<file path="config.mk">
export PLATFORM = sky130hd
export DESIGN_NAME = alu_md_unit
export DESIGN_NICKNAME = d
export VERILOG_FILES = /design/src/rtl/alu_pkg.sv /design/src/rtl/alu_md_iter.sv /design/src/rtl/alu_md_unit.sv
export SDC_FILE = /design/constraint.sdc
export NUM_CORES = 2
export LEC_CHECK = 0
export CAP_MARGIN = 20
export CORE_MARGIN = 2
export CORE_UTILIZATION = 45
export DETAILED_ROUTE_END_ITERATION = 10
export PLACE_DENSITY = 0.65
export SETUP_SLACK_MARGIN = 0.4
export SLEW_MARGIN = 20
export SYNTH_ARGS = -nofsm -noshare
export SYNTH_HDL_FRONTEND = slang
export SYNTH_SLANG_ARGS = --single-unit
</file>
<file path="constraint.sdc">
create_clock -name clk -period 3 [get_ports clk]
set_input_delay 0.6 -clock clk [delete_from_list [all_inputs] [get_ports clk]]
set_output_delay 0.6 -clock clk [all_outputs]
set_load 0.01 [all_outputs]
</file>
<file path="src/rtl/alu_pkg.sv">
// Shared encodings for the execute-stage ALU: control codes, branch opcodes,
// and the multiply/divide sequencing states.
package alu_pkg;

    localparam logic [4:0] ALU_AND  = 5'b00000;
    localparam logic [4:0] ALU_OR   = 5'b00001;
    localparam logic [4:0] ALU_ADD  = 5'b00010;
    localparam logic [4:0] ALU_SUB  = 5'b00110;
    localparam logic [4:0] ALU_SLT  = 5'b00111;
    localparam logic [4:0] ALU_NOR  = 5'b01100;
    localparam logic [4:0] ALU_XOR  = 5'b01101;
    localparam logic [4:0] ALU_SLL  = 5'b10000;
    localparam logic [4:0] ALU_SRL  = 5'b11000;
    localparam logic [4:0] ALU_SRA  = 5'b11001;
    localparam logic [4:0] ALU_MULT = 5'b10100;
    localparam logic [4:0] ALU_DIV  = 5'b10101;
    localparam logic [4:0] ALU_MFHI = 5'b10110;
    localparam logic [4:0] ALU_MFLO = 5'b10111;
    localparam logic [4:0] ALU_MTHI = 5'b11100;
    localparam logic [4:0] ALU_MTLO = 5'b11101;

    localparam logic [5:0] OP_BLTZ = 6'h01;
    localparam logic [5:0] OP_BEQ  = 6'h04;
    localparam logic [5:0] OP_BNE  = 6'h05;
    localparam logic [5:0] OP_BLEZ = 6'h06;
    localparam logic [5:0] OP_BGTZ = 6'h07;

    typedef enum logic [2:0] {
        StIdle,
        StMul,
        StDiv,
        StFix,
        StDone
    } md_state_e;

endpackage

</file>
<file path="src/rtl/alu_md_iter.sv">
// Iterative radix-2 unsigned multiply (shift-add) / restoring divide datapath.
// Runs WIDTH steps after start, then strobes done for one cycle.
module alu_md_iter #(
    parameter int unsigned WIDTH = 32
) (
    input  logic             clk,
    input  logic             reset_n,
    input  logic             start,
    input  logic             is_div,
    input  logic [WIDTH-1:0] op_a,
    input  logic [WIDTH-1:0] op_b,
    output logic             done,
    output logic [WIDTH-1:0] res_hi,
    output logic [WIDTH-1:0] res_lo
);

    localparam int unsigned CntW = $clog2(WIDTH);

    logic [WIDTH-1:0] hi_q, hi_d;
    logic [WIDTH-1:0] lo_q, lo_d;
    logic [WIDTH-1:0] b_q;
    logic [CntW-1:0]  cnt_q;
    logic             run_q;
    logic             div_q;
    logic             done_q;

    logic [WIDTH:0]   mul_sum;
    logic [WIDTH:0]   rem_sh;
    logic [WIDTH+1:0] diff;

    // hi holds the running partial product / remainder; lo holds the
    // multiplier being consumed or the dividend shifting out as quotient shifts in.
    always_comb begin
        mul_sum = {1'b0, hi_q} + (lo_q[0] ? {1'b0, b_q} : {(WIDTH+1){1'b0}});
        rem_sh  = {hi_q, lo_q[WIDTH-1]};
        diff    = {1'b0, rem_sh} - {2'b00, b_q};
        hi_d    = hi_q;
        lo_d    = lo_q;
        if (div_q) begin
            if (!diff[WIDTH+1]) begin
                hi_d = diff[WIDTH-1:0];
                lo_d = {lo_q[WIDTH-2:0], 1'b1};
            end else begin
                hi_d = rem_sh[WIDTH-1:0];
                lo_d = {lo_q[WIDTH-2:0], 1'b0};
            end
        end else begin
            hi_d = mul_sum[WIDTH:1];
            lo_d = {mul_sum[0], lo_q[WIDTH-1:1]};
        end
    end

    always_ff @(posedge clk or negedge reset_n) begin
        if (!reset_n) begin
            hi_q   <= '0;
            lo_q   <= '0;
            b_q    <= '0;
            cnt_q  <= '0;
            run_q  <= 1'b0;
            div_q  <= 1'b0;
            done_q <= 1'b0;
        end else begin
            done_q <= 1'b0;
            if (start) begin
                hi_q  <= '0;
                lo_q  <= op_a;
                b_q   <= op_b;
                cnt_q <= '0;
                run_q <= 1'b1;
                div_q <= is_div;
            end else if (run_q) begin
                hi_q  <= hi_d;
                lo_q  <= lo_d;
                cnt_q <= cnt_q + CntW'(1);
                if (cnt_q == CntW'(WIDTH - 1)) begin
                    run_q  <= 1'b0;
                    done_q <= 1'b1;
                end
            end
        end
    end

    assign done   = done_q;
    assign res_hi = hi_q;
    assign res_lo = lo_q;

endmodule

</file>
<file path="src/rtl/alu_md_unit.sv">
// Execute-stage ALU with registered result, valid/ready handshake, branch
// evaluation and an iterative multiply/divide unit writing HI/LO.
module alu_md_unit
    import alu_pkg::*;
#(
    parameter int unsigned WIDTH   = 32,
    parameter int unsigned SHAMT_W = $clog2(WIDTH)
) (
    input  logic             clk,
    input  logic             reset_n,
    input  logic             in_valid,
    output logic             in_ready,
    input  logic [4:0]       alu_ctl,
    input  logic [5:0]       opcode,
    input  logic             sign,
    input  logic [WIDTH-1:0] in_a,
    input  logic [WIDTH-1:0] in_b,
    output logic             out_valid,
    output logic [WIDTH-1:0] out,
    output logic             branch_taken,
    output logic             busy
);

    md_state_e        state_q;
    logic [WIDTH-1:0] hi_q, lo_q;
    logic [WIDTH-1:0] out_q;
    logic             out_valid_q;
    logic             branch_q;
    logic             is_div_q;
    logic             neg_q;
    logic             neg_rem_q;
    logic             div_zero_q;
    logic [WIDTH-1:0] a_raw_q;

    logic             accept;
    logic             md_start;
    logic             md_done;
    logic [WIDTH-1:0] md_hi, md_lo;
    logic             a_neg, b_neg;
    logic [WIDTH-1:0] a_mag, b_mag;
    logic [WIDTH-1:0] alu_res;
    logic             branch_cond;
    logic [SHAMT_W-1:0] shamt;
    logic [2*WIDTH-1:0] prod_raw, prod_fix;
    logic [WIDTH-1:0] quot_fix, rem_fix;

    assign in_ready = (state_q == StIdle);
    assign busy     = (state_q != StIdle);
    assign accept   = in_valid && in_ready;
    assign md_start = accept && ((alu_ctl == ALU_MULT) || (alu_ctl == ALU_DIV));

    assign a_neg = sign & in_a[WIDTH-1];
    assign b_neg = sign & in_b[WIDTH-1];
    assign a_mag = a_neg ? (~in_a + 1'b1) : in_a;
    assign b_mag = b_neg ? (~in_b + 1'b1) : in_b;
    assign shamt = in_a[SHAMT_W-1:0];

    always_comb begin
        alu_res = '0;
        case (alu_ctl)
            ALU_AND:  alu_res = in_a & in_b;
            ALU_OR:   alu_res = in_a | in_b;
            ALU_ADD:  alu_res = in_a + in_b;
            ALU_SUB:  alu_res = in_a - in_b;
            ALU_SLT:  alu_res = {{(WIDTH-1){1'b0}},
                                 sign ? ($signed(in_a) < $signed(in_b)) : (in_a < in_b)};
            ALU_NOR:  alu_res = ~(in_a | in_b);
            ALU_XOR:  alu_res = in_a ^ in_b;
            ALU_SLL:  alu_res = in_b << shamt;
            ALU_SRL:  alu_res = in_b >> shamt;
            ALU_SRA:  alu_res = $signed(in_b) >>> shamt;
            ALU_MFHI: alu_res = hi_q;
            ALU_MFLO: alu_res = lo_q;
            ALU_MTHI: alu_res = in_a;
            ALU_MTLO: alu_res = in_a;
            default:  alu_res = '0;
        endcase
    end

    always_comb begin
        branch_cond = 1'b0;
        case (opcode)
            OP_BEQ:  branch_cond = (in_a == in_b);
            OP_BNE:  branch_cond = (in_a != in_b);
            OP_BLTZ: branch_cond = in_a[WIDTH-1];
            OP_BLEZ: branch_cond = in_a[WIDTH-1] || (in_a == '0);
            OP_BGTZ: branch_cond = !in_a[WIDTH-1] && (in_a != '0);
            default: branch_cond = 1'b0;
        endcase
    end

    // Sign correction of the unsigned iterative result.
    assign prod_raw = {md_hi, md_lo};
    assign prod_fix = neg_q ? (~prod_raw + 1'b1) : prod_raw;
    assign quot_fix = neg_q ? (~md_lo + 1'b1) : md_lo;
    assign rem_fix  = neg_rem_q ? (~md_hi + 1'b1) : md_hi;

    alu_md_iter #(
        .WIDTH (WIDTH)
    ) u_iter (
        .clk     (clk),
        .reset_n (reset_n),
        .start   (md_start),
        .is_div  (alu_ctl == ALU_DIV),
        .op_a    (a_mag),
        .op_b    (b_mag),
        .done    (md_done),
        .res_hi  (md_hi),
        .res_lo  (md_lo)
    );

    always_ff @(posedge clk or negedge reset_n) begin
        if (!reset_n) begin
            state_q     <= StIdle;
            hi_q        <= '0;
            lo_q        <= '0;
            out_q       <= '0;
            out_valid_q <= 1'b0;
            branch_q    <= 1'b0;
            is_div_q    <= 1'b0;
            neg_q       <= 1'b0;
            neg_rem_q   <= 1'b0;
            div_zero_q  <= 1'b0;
            a_raw_q     <= '0;
        end else begin
            out_valid_q <= 1'b0;
            case (state_q)
                StIdle: begin
                    if (accept) begin
                        if (md_start) begin
                            state_q    <= (alu_ctl == ALU_DIV) ? StDiv : StMul;
                            is_div_q   <= (alu_ctl == ALU_DIV);
                            neg_q      <= a_neg ^ b_neg;
                            neg_rem_q  <= a_neg;
                            div_zero_q <= (in_b == '0);
                            a_raw_q    <= in_a;
                        end else begin
                            out_q       <= alu_res;
                            branch_q    <= branch_cond;
                            out_valid_q <= 1'b1;
                            if (alu_ctl == ALU_MTHI) hi_q <= in_a;
                            if (alu_ctl == ALU_MTLO) lo_q <= in_a;
                        end
                    end
                end
                StMul, StDiv: begin
                    if (md_done) state_q <= StFix;
                end
                StFix: begin
                    if (!is_div_q) begin
                        {hi_q, lo_q} <= prod_fix;
                    end else if (div_zero_q) begin
                        lo_q <= '1;
                        hi_q <= a_raw_q;
                    end else begin
                        lo_q <= quot_fix;
                        hi_q <= rem_fix;
                    end
                    state_q <= StDone;
                end
                StDone: begin
                    out_q       <= lo_q;
                    branch_q    <= 1'b0;
                    out_valid_q <= 1'b1;
                    state_q     <= StIdle;
                end
                default: state_q <= StIdle;
            endcase
        end
    end

    assign out_valid    = out_valid_q;
    assign out          = out_q;
    assign branch_taken = branch_q;

endmodule
</file>
After elaboration in Yosys (flattened, before gate mapping)

Cells that the tools add are included.
W data, S select, Z words.

Memory bits (writable): 0
Output and inout bits: 36
Input bits: 79
Flip-flop bits (word level): 241
Latch bits: 0
Memories: 0
ROM bits: 0

$mul: 0
Bitwise gates (word level): 12
Div/mod/pow operators: 0
Add/subtract/negate cells: 10
Reduce and logical (&&, ||, !) cells: 22
Order comparisons: 2
Eq/ne operators: 33
Muxes and demuxes: 51
Shift-type cells: 3

Operator list:

| operator                | number |
|---|---|
| $mux W32                | 24 |
| $pmux W32 S13           | 1 |
| $pmux W32 S2            | 3 |
| $not A32 Y32            | 5 |
| $add A32 B1 Y32 const B | 4 |
| $add A64 B1 Y64 const B | 1 |
| $logic_not A32 Y1       | 2 |
| $lt A32 B32 Y1          | 2 |
| $mux W64                | 1 |
| $not A64 Y64            | 1 |
| $eq A5 B5 Y1 const B    | 10 |
| $sub A33 B32 Y34        | 1 |
| $add A32 B33 Y33        | 1 |
| $add A32 B32 Y32        | 1 |
| $and A32 B32 Y32        | 1 |
| $eq A32 B32 Y1          | 1 |
| $ne A32 B32 Y1          | 1 |
| $or A32 B32 Y32         | 1 |
| $reduce_bool A32 Y1     | 1 |
| $shl A32 B5 Y32         | 1 |
| $shr A32 B5 Y32         | 1 |
| $sshr A32 B5 Y32        | 1 |
| $sub A32 B32 Y32        | 1 |
| $xor A32 B32 Y32        | 1 |
| 31 further kinds        | 66 |

Logic depth before layout (Yosys ltp)

Depth in word-level cells: 6
Mapped depth: 18

Cells and area by module

Synthesis repeated with hierarchy kept, for this count alone.

Cells, all modules: 3694
Area, all modules: 27948.1 um^2

By module, submodules not included:

| module      | times used | cells each | area each (um^2) |
|---|---|---|---|
| alu_md_unit | 1          | 2591       | 19182.1 |
| alu_md_iter | 1          | 1103       | 8765.9 |

Least setup slack after synthesis

No wires, ideal clock.

Path kind: input to register
Start point: input in_a[2]
End point: register out_q[27] (netlist: out[27])
Stages on the path: 17
Data arrival time: 4.585 ns
Setup slack: -1.718 ns
Buffers on the path: 5
Cells stage by stage: clkbuf_1 clkinv_1 buf_1 buf_1 clkbuf_1 ha_1 nand3_1 nor2_1 or3b_4 and3_4 o211ai_2 a211oi_1 or3_1 buf_2 a221o_1 a2111oi_1 nor3_1

Longest elaborated chain between the ends: 5

RTL lines:

| element                                  | line               | RTL |
|---|---|---|
| start, declared                          | alu_md_unit.sv:16  | `input logic [WIDTH-1:0] in_a,` |
| $sub A32 B32 Y32 (tied with other cells) | alu_md_unit.sv:64  | `ALU_SUB: alu_res = in_a - in_b;` |
| $pmux W32 S13 *                          | alu_md_unit.sv:60  | `case (alu_ctl)` |
| $mux W32 *                               | alu_md_unit.sv:130 | `if (md_start) begin` |
| $mux W32 *                               | alu_md_unit.sv:129 | `if (accept) begin` |
| $pmux W32 S2 *                           | alu_md_unit.sv:127 | `case (state_q)` |
| end signal, assigned                     | alu_md_unit.sv:138 | `out_q <= alu_res;` |
| end signal, assigned                     | alu_md_unit.sv:162 | `out_q <= lo_q;` |
| end, declared                            | alu_md_unit.sv:26  | `logic [WIDTH-1:0] out_q;` |

Mark *: on every way between the ends. The rest lies on a longest branch, timed or not. The select of a mux whose other input is x is not followed.
A chain may end at the register's enable or synchronous reset.

Final worst setup path

Start point: register u_iter.lo_q[0] (netlist: u_iter.res_lo[0])
End point: register u_iter.hi_q[30] (netlist: u_iter.res_hi[30])

Longest elaborated chain between the ends: 5

RTL lines:

| element                | line              | RTL |
|---|---|---|
| start, declared        | alu_md_iter.sv:20 | `logic [WIDTH-1:0] lo_q, lo_d;` |
| start signal, assigned | alu_md_iter.sv:66 | `lo_q <= op_a;` |
| start signal, assigned | alu_md_iter.sv:73 | `lo_q <= lo_d;` |
| $mux W32               | alu_md_iter.sv:34 | `mul_sum = {1'b0, hi_q} + (lo_q[0] ? {1'b0, b_q} : {(WIDTH+1){1'b0}});` |
| $add A32 B33 Y33       | alu_md_iter.sv:34 |  |
| $mux W32               | alu_md_iter.sv:39 | `if (div_q) begin` |
| $mux W32               | alu_md_iter.sv:71 | `end else if (run_q) begin` |
| $mux W32               | alu_md_iter.sv:64 | `if (start) begin` |
| end signal, assigned   | alu_md_iter.sv:72 | `hi_q <= hi_d;` |
| end, declared          | alu_md_iter.sv:19 | `logic [WIDTH-1:0] hi_q, hi_d;` |

Every way passes these cells. The select of a mux whose other input is x is not followed.

==> metrics.cfg <==
[run_status]
status = complete, but fails checks
violations = setup timing

[critical_path]
crit_type = reg2reg
regToRegSetupSlack_ns = -0.28
path_cells = inv_4 -> nor2_2 -> ha_1 -> a211o_1 -> a21oi_2 -> o21ai_2 -> a221o_1 -> a21bo_4 -> buf_4 -> a221oi_4 -> o21ai_2 -> xnor2_1 -> nand2_1 -> o2111a_1
timing.rr.end = u_iter.res_hi[30]$_DFFE_PN0P_
cpLargestDelayFamily = compound AO/OA/AOI/OAI gates
cp-start-kind = flip-flop
r2r_start = u_iter.res_lo[0]$_DFFE_PN0P_
crit_fanout = 5
critPathCaptureType = flip-flop
required_ns = 3.45
cp_data_arrival_time_ns = 3.73
rr_worst_depth = 14
crit_top_cell = o21ai_2
crit_buf_inv = 2
critPathMaxStageDelay_ns = 0.48
worst_path_max_delay_cell = dfrtp_2

[hold_path]
hp-class = in2async

[sta]
setup_tns_ns = -6.527
layout_min_cycle_time_ns = 3.281
worst_pin_slew_ns = 0.9913
hold_viol = 0
hold_slack_ns = 0.008061
slew_violations = 0
clock_skew_ns = 0.02450
period_share = 1.094
setup_ws_ns = -0.2809
grt_setup_unrepaired = yes
fmax_mhz = 304.8
finalSetupViolations = 54
slew_headroom = 0.3391

[clocking]
clk_latency_ns = 0.57
tritoncts = yes
clockBufferDepth = 3
clock_sinks = 241
clockRootBuffer = clkbuf_16
clk_pin_slew_ns = 0.06
htree_num_levels = 2
cts_made_buffers = 35

[grt]
antenna_found_initial = 4
grt_pass1_wl_mm = 219.9
grt_pass1_vias = 32910
grt_overflow = 0
grt_max_degree = 103
track_usage = 0.4859

[power_and_ir_drop]
total_power_mw = 33.53
p_per_area_mw_per_mm2 = 789.2
peakVddDrop_uv = 1058
p_leak_nw = 18.44

[logic_synthesis]
seq_area_frac_synth = 0.2247
synthCells = 3534
netlist_top_cells_area = dfrtp_1, ha_1, o21ai_0
yosys_warnings = 0
synth.top_cell.area_share = 0.2247
synth-edff-count = 0
synthArstFlopShare = 1.000
ys_types = 99
synth-seq-cells = 241
synth_flop_cell = dfrtp_1
syn_area_per_cell_um2 = 7.595
synth_top_area_cell = dfrtp_1
synth_nets = 3784
syn-cell-area_mm2 = 0.02684

[placement]
place_inst = 5099
placed_area_mm2 = 0.03618
dp_hpwl_mm = 117.3
gp_congestion = 1.099
port_buffers = 114
pre_cts_ws_ns = -0.9968

[die]
dieHeight_um = 248.2
dieWidth_um = 248.2
initial_core_util = 0.4548
io_pins = 115
num_rows = 89
dieArea_mm2 = 0.06162
core_area_mm2 = 0.05902

[routing]
drt_iter0_drc = 4842
drt.antenna.violating_nets = 0
via_per_inst = 6.583
drc_errors = 0
wire_per_inst_um = 29.24
drt_pass1_iterations = 9
routed_wl_mm = 156.2
vias = 35150

[cells_and_area]
finalNonFillerCells = 5340
fillCellCount = 4694
drive_gt1_frac = 0.4243
design_area_mm2 = 0.04249
layout.nets = 4792
syn2layout_area_growth_pct = 58.30
utilization = 0.7199

[job]
drv_cap = 0

[report_power, final]
part | leakage (nW) | total [mW] | switching (mW) | internal (mW)
clock | 0.565 | 4.31 | 1.83 | 2.48
combinational | 14.9 | 22.8 | 12.2 | 10.7
sequential | 2.94 | 6.42 | 1.78 | 4.64
total | 18.4 | 33.5 | 15.8 | 17.8
[kinds of logic (layout without fill, tap and decap cells)]
| logic type | Yosys count | after routing | synth area share |
|---|---|---|---|
| fa+ha+maj | 171 | 171 | 0.08083 |
| buf+inv | 448 | 1479 | 0.06423 |
| other cells | 0 | 2 | 0 |
| compound gates | 1294 | 1294 | 0.3100 |
| xor+xnor | 177 | 177 | 0.05775 |
| flops | 241 | 241 | 0.2247 |
| simple gates | 1042 | 1042 | 0.1786 |
| mux | 161 | 161 | 0.08395 |
[cells in the mapped netlist, types with 15 or more instances]
master,instances
o21a_1,17
buf_1,25
a221o_1,19
o31ai_1,29
nand3_1,53
o21bai_1,24
mux2i_1,98
nor3_1,67
a22oi_1,50
ha_1,167
or2_2,15
and3_1,24
nand4_1,23
or3_1,34
nor2_1,319
buf_2,22
xor2_1,33
dfrtp_1,241
a21o_1,54
o41ai_1,23
a211oi_1,43
clkbuf_1,234
xnor2_1,144
o21ai_0,384
nand2b_1,30
a21oi_1,284
nand2_1,379
a31oi_1,54
o211ai_1,53
o22ai_1,52
a222oi_1,21
nor4_1,30
a221oi_1,50
mux4_2,50
inv_1,159
[how the worst max path moves through the flow]
stage | startpoint | slack (ns) | endpoint | cells after the start
after detailed placement | in_b[0] | -1.0 | out[24]$_DFFE_PN0P_ | 15
final | u_iter.res_lo[0]$_DFFE_PN0P_ | -0.28 | u_iter.res_hi[30]$_DFFE_PN0P_ | 14
after CTS | u_iter.res_lo[0]$_DFFE_PN0P_ | -0.25 | u_iter.res_hi[24]$_DFFE_PN0P_ | 14
after global placement | in_a[8] | -1.01 | out[27]$_DFFE_PN0P_ | 13
after floorplan | in_a[3] | -0.65 | out[27]$_DFFE_PN0P_ | 17
after global routing | u_iter.res_lo[0]$_DFFE_PN0P_ | -0.36 | u_iter.res_hi[24]$_DFFE_PN0P_ | 14
[repair_timing]
action / 4_1_cts / 5_1_grt
buffers inserted: 98 / 74
hold buffers: 0 / 0
gates cloned: 5 / 2
pin swaps: 202 / 217
setup endpoints to repair: 130 / 124
resized for setup: 657 / 375
[sequential cells by signal, summed over array words and instances, names as in the netlist, 3 cells and up]
register       count
a_raw_q           32
hi_q              32
lo_q              32
state_q            3
u_iter.res_lo     32
u_iter.res_hi     32
u_iter.cnt_q       5
u_iter.b_q        32
out               32
[cell type report]
class / instances / area, µm² / share of cell area
repair buffers: 1254 / 10640 / 0.2504
diodes: 2 / 5.005 / 0.0001178
repair inverters: 1 / 7.507 / 0.0001767
flip-flops and latches: 241 / 6042 / 0.1422
inverters: 164 / 710.7 / 0.01673
well taps: 773 / 967.2 / 0.02276
clock inverters: 9 / 77.57 / 0.001826
multi-input cells: 2845 / 22980 / 0.5407
clock buffers: 51 / 1067 / 0.02512
[cell usage in the layout, fill, tap and decap left out, types with 97 or more instances in the layout]
cell type,Yosys,final
a21oi_1,284,206
buf_4,2,992
buf_6,1,105
dfrtp_1,241,234
ha_1,167,97
nand2_1,379,362
nor2_1,319,285
o21ai_0,384,249
o21ai_1,3,98
xnor2_1,144,136
[per-layer routing]
| layer | track usage | up-vias | routed length, µm |
|---|---|---|---|
| met2 | 0.7010 | 2486 | 64380 |
| met1 | 0.6348 | 16890 | 58950 |
| met3 | 0.1433 | 646 | 20410 |
| li1 | - | 15130 | - |
| met5 | 0 | - | 53 |
| met4 | 0.3036 | 8 | 12360 |
Power figures use the tool's default switching activity.
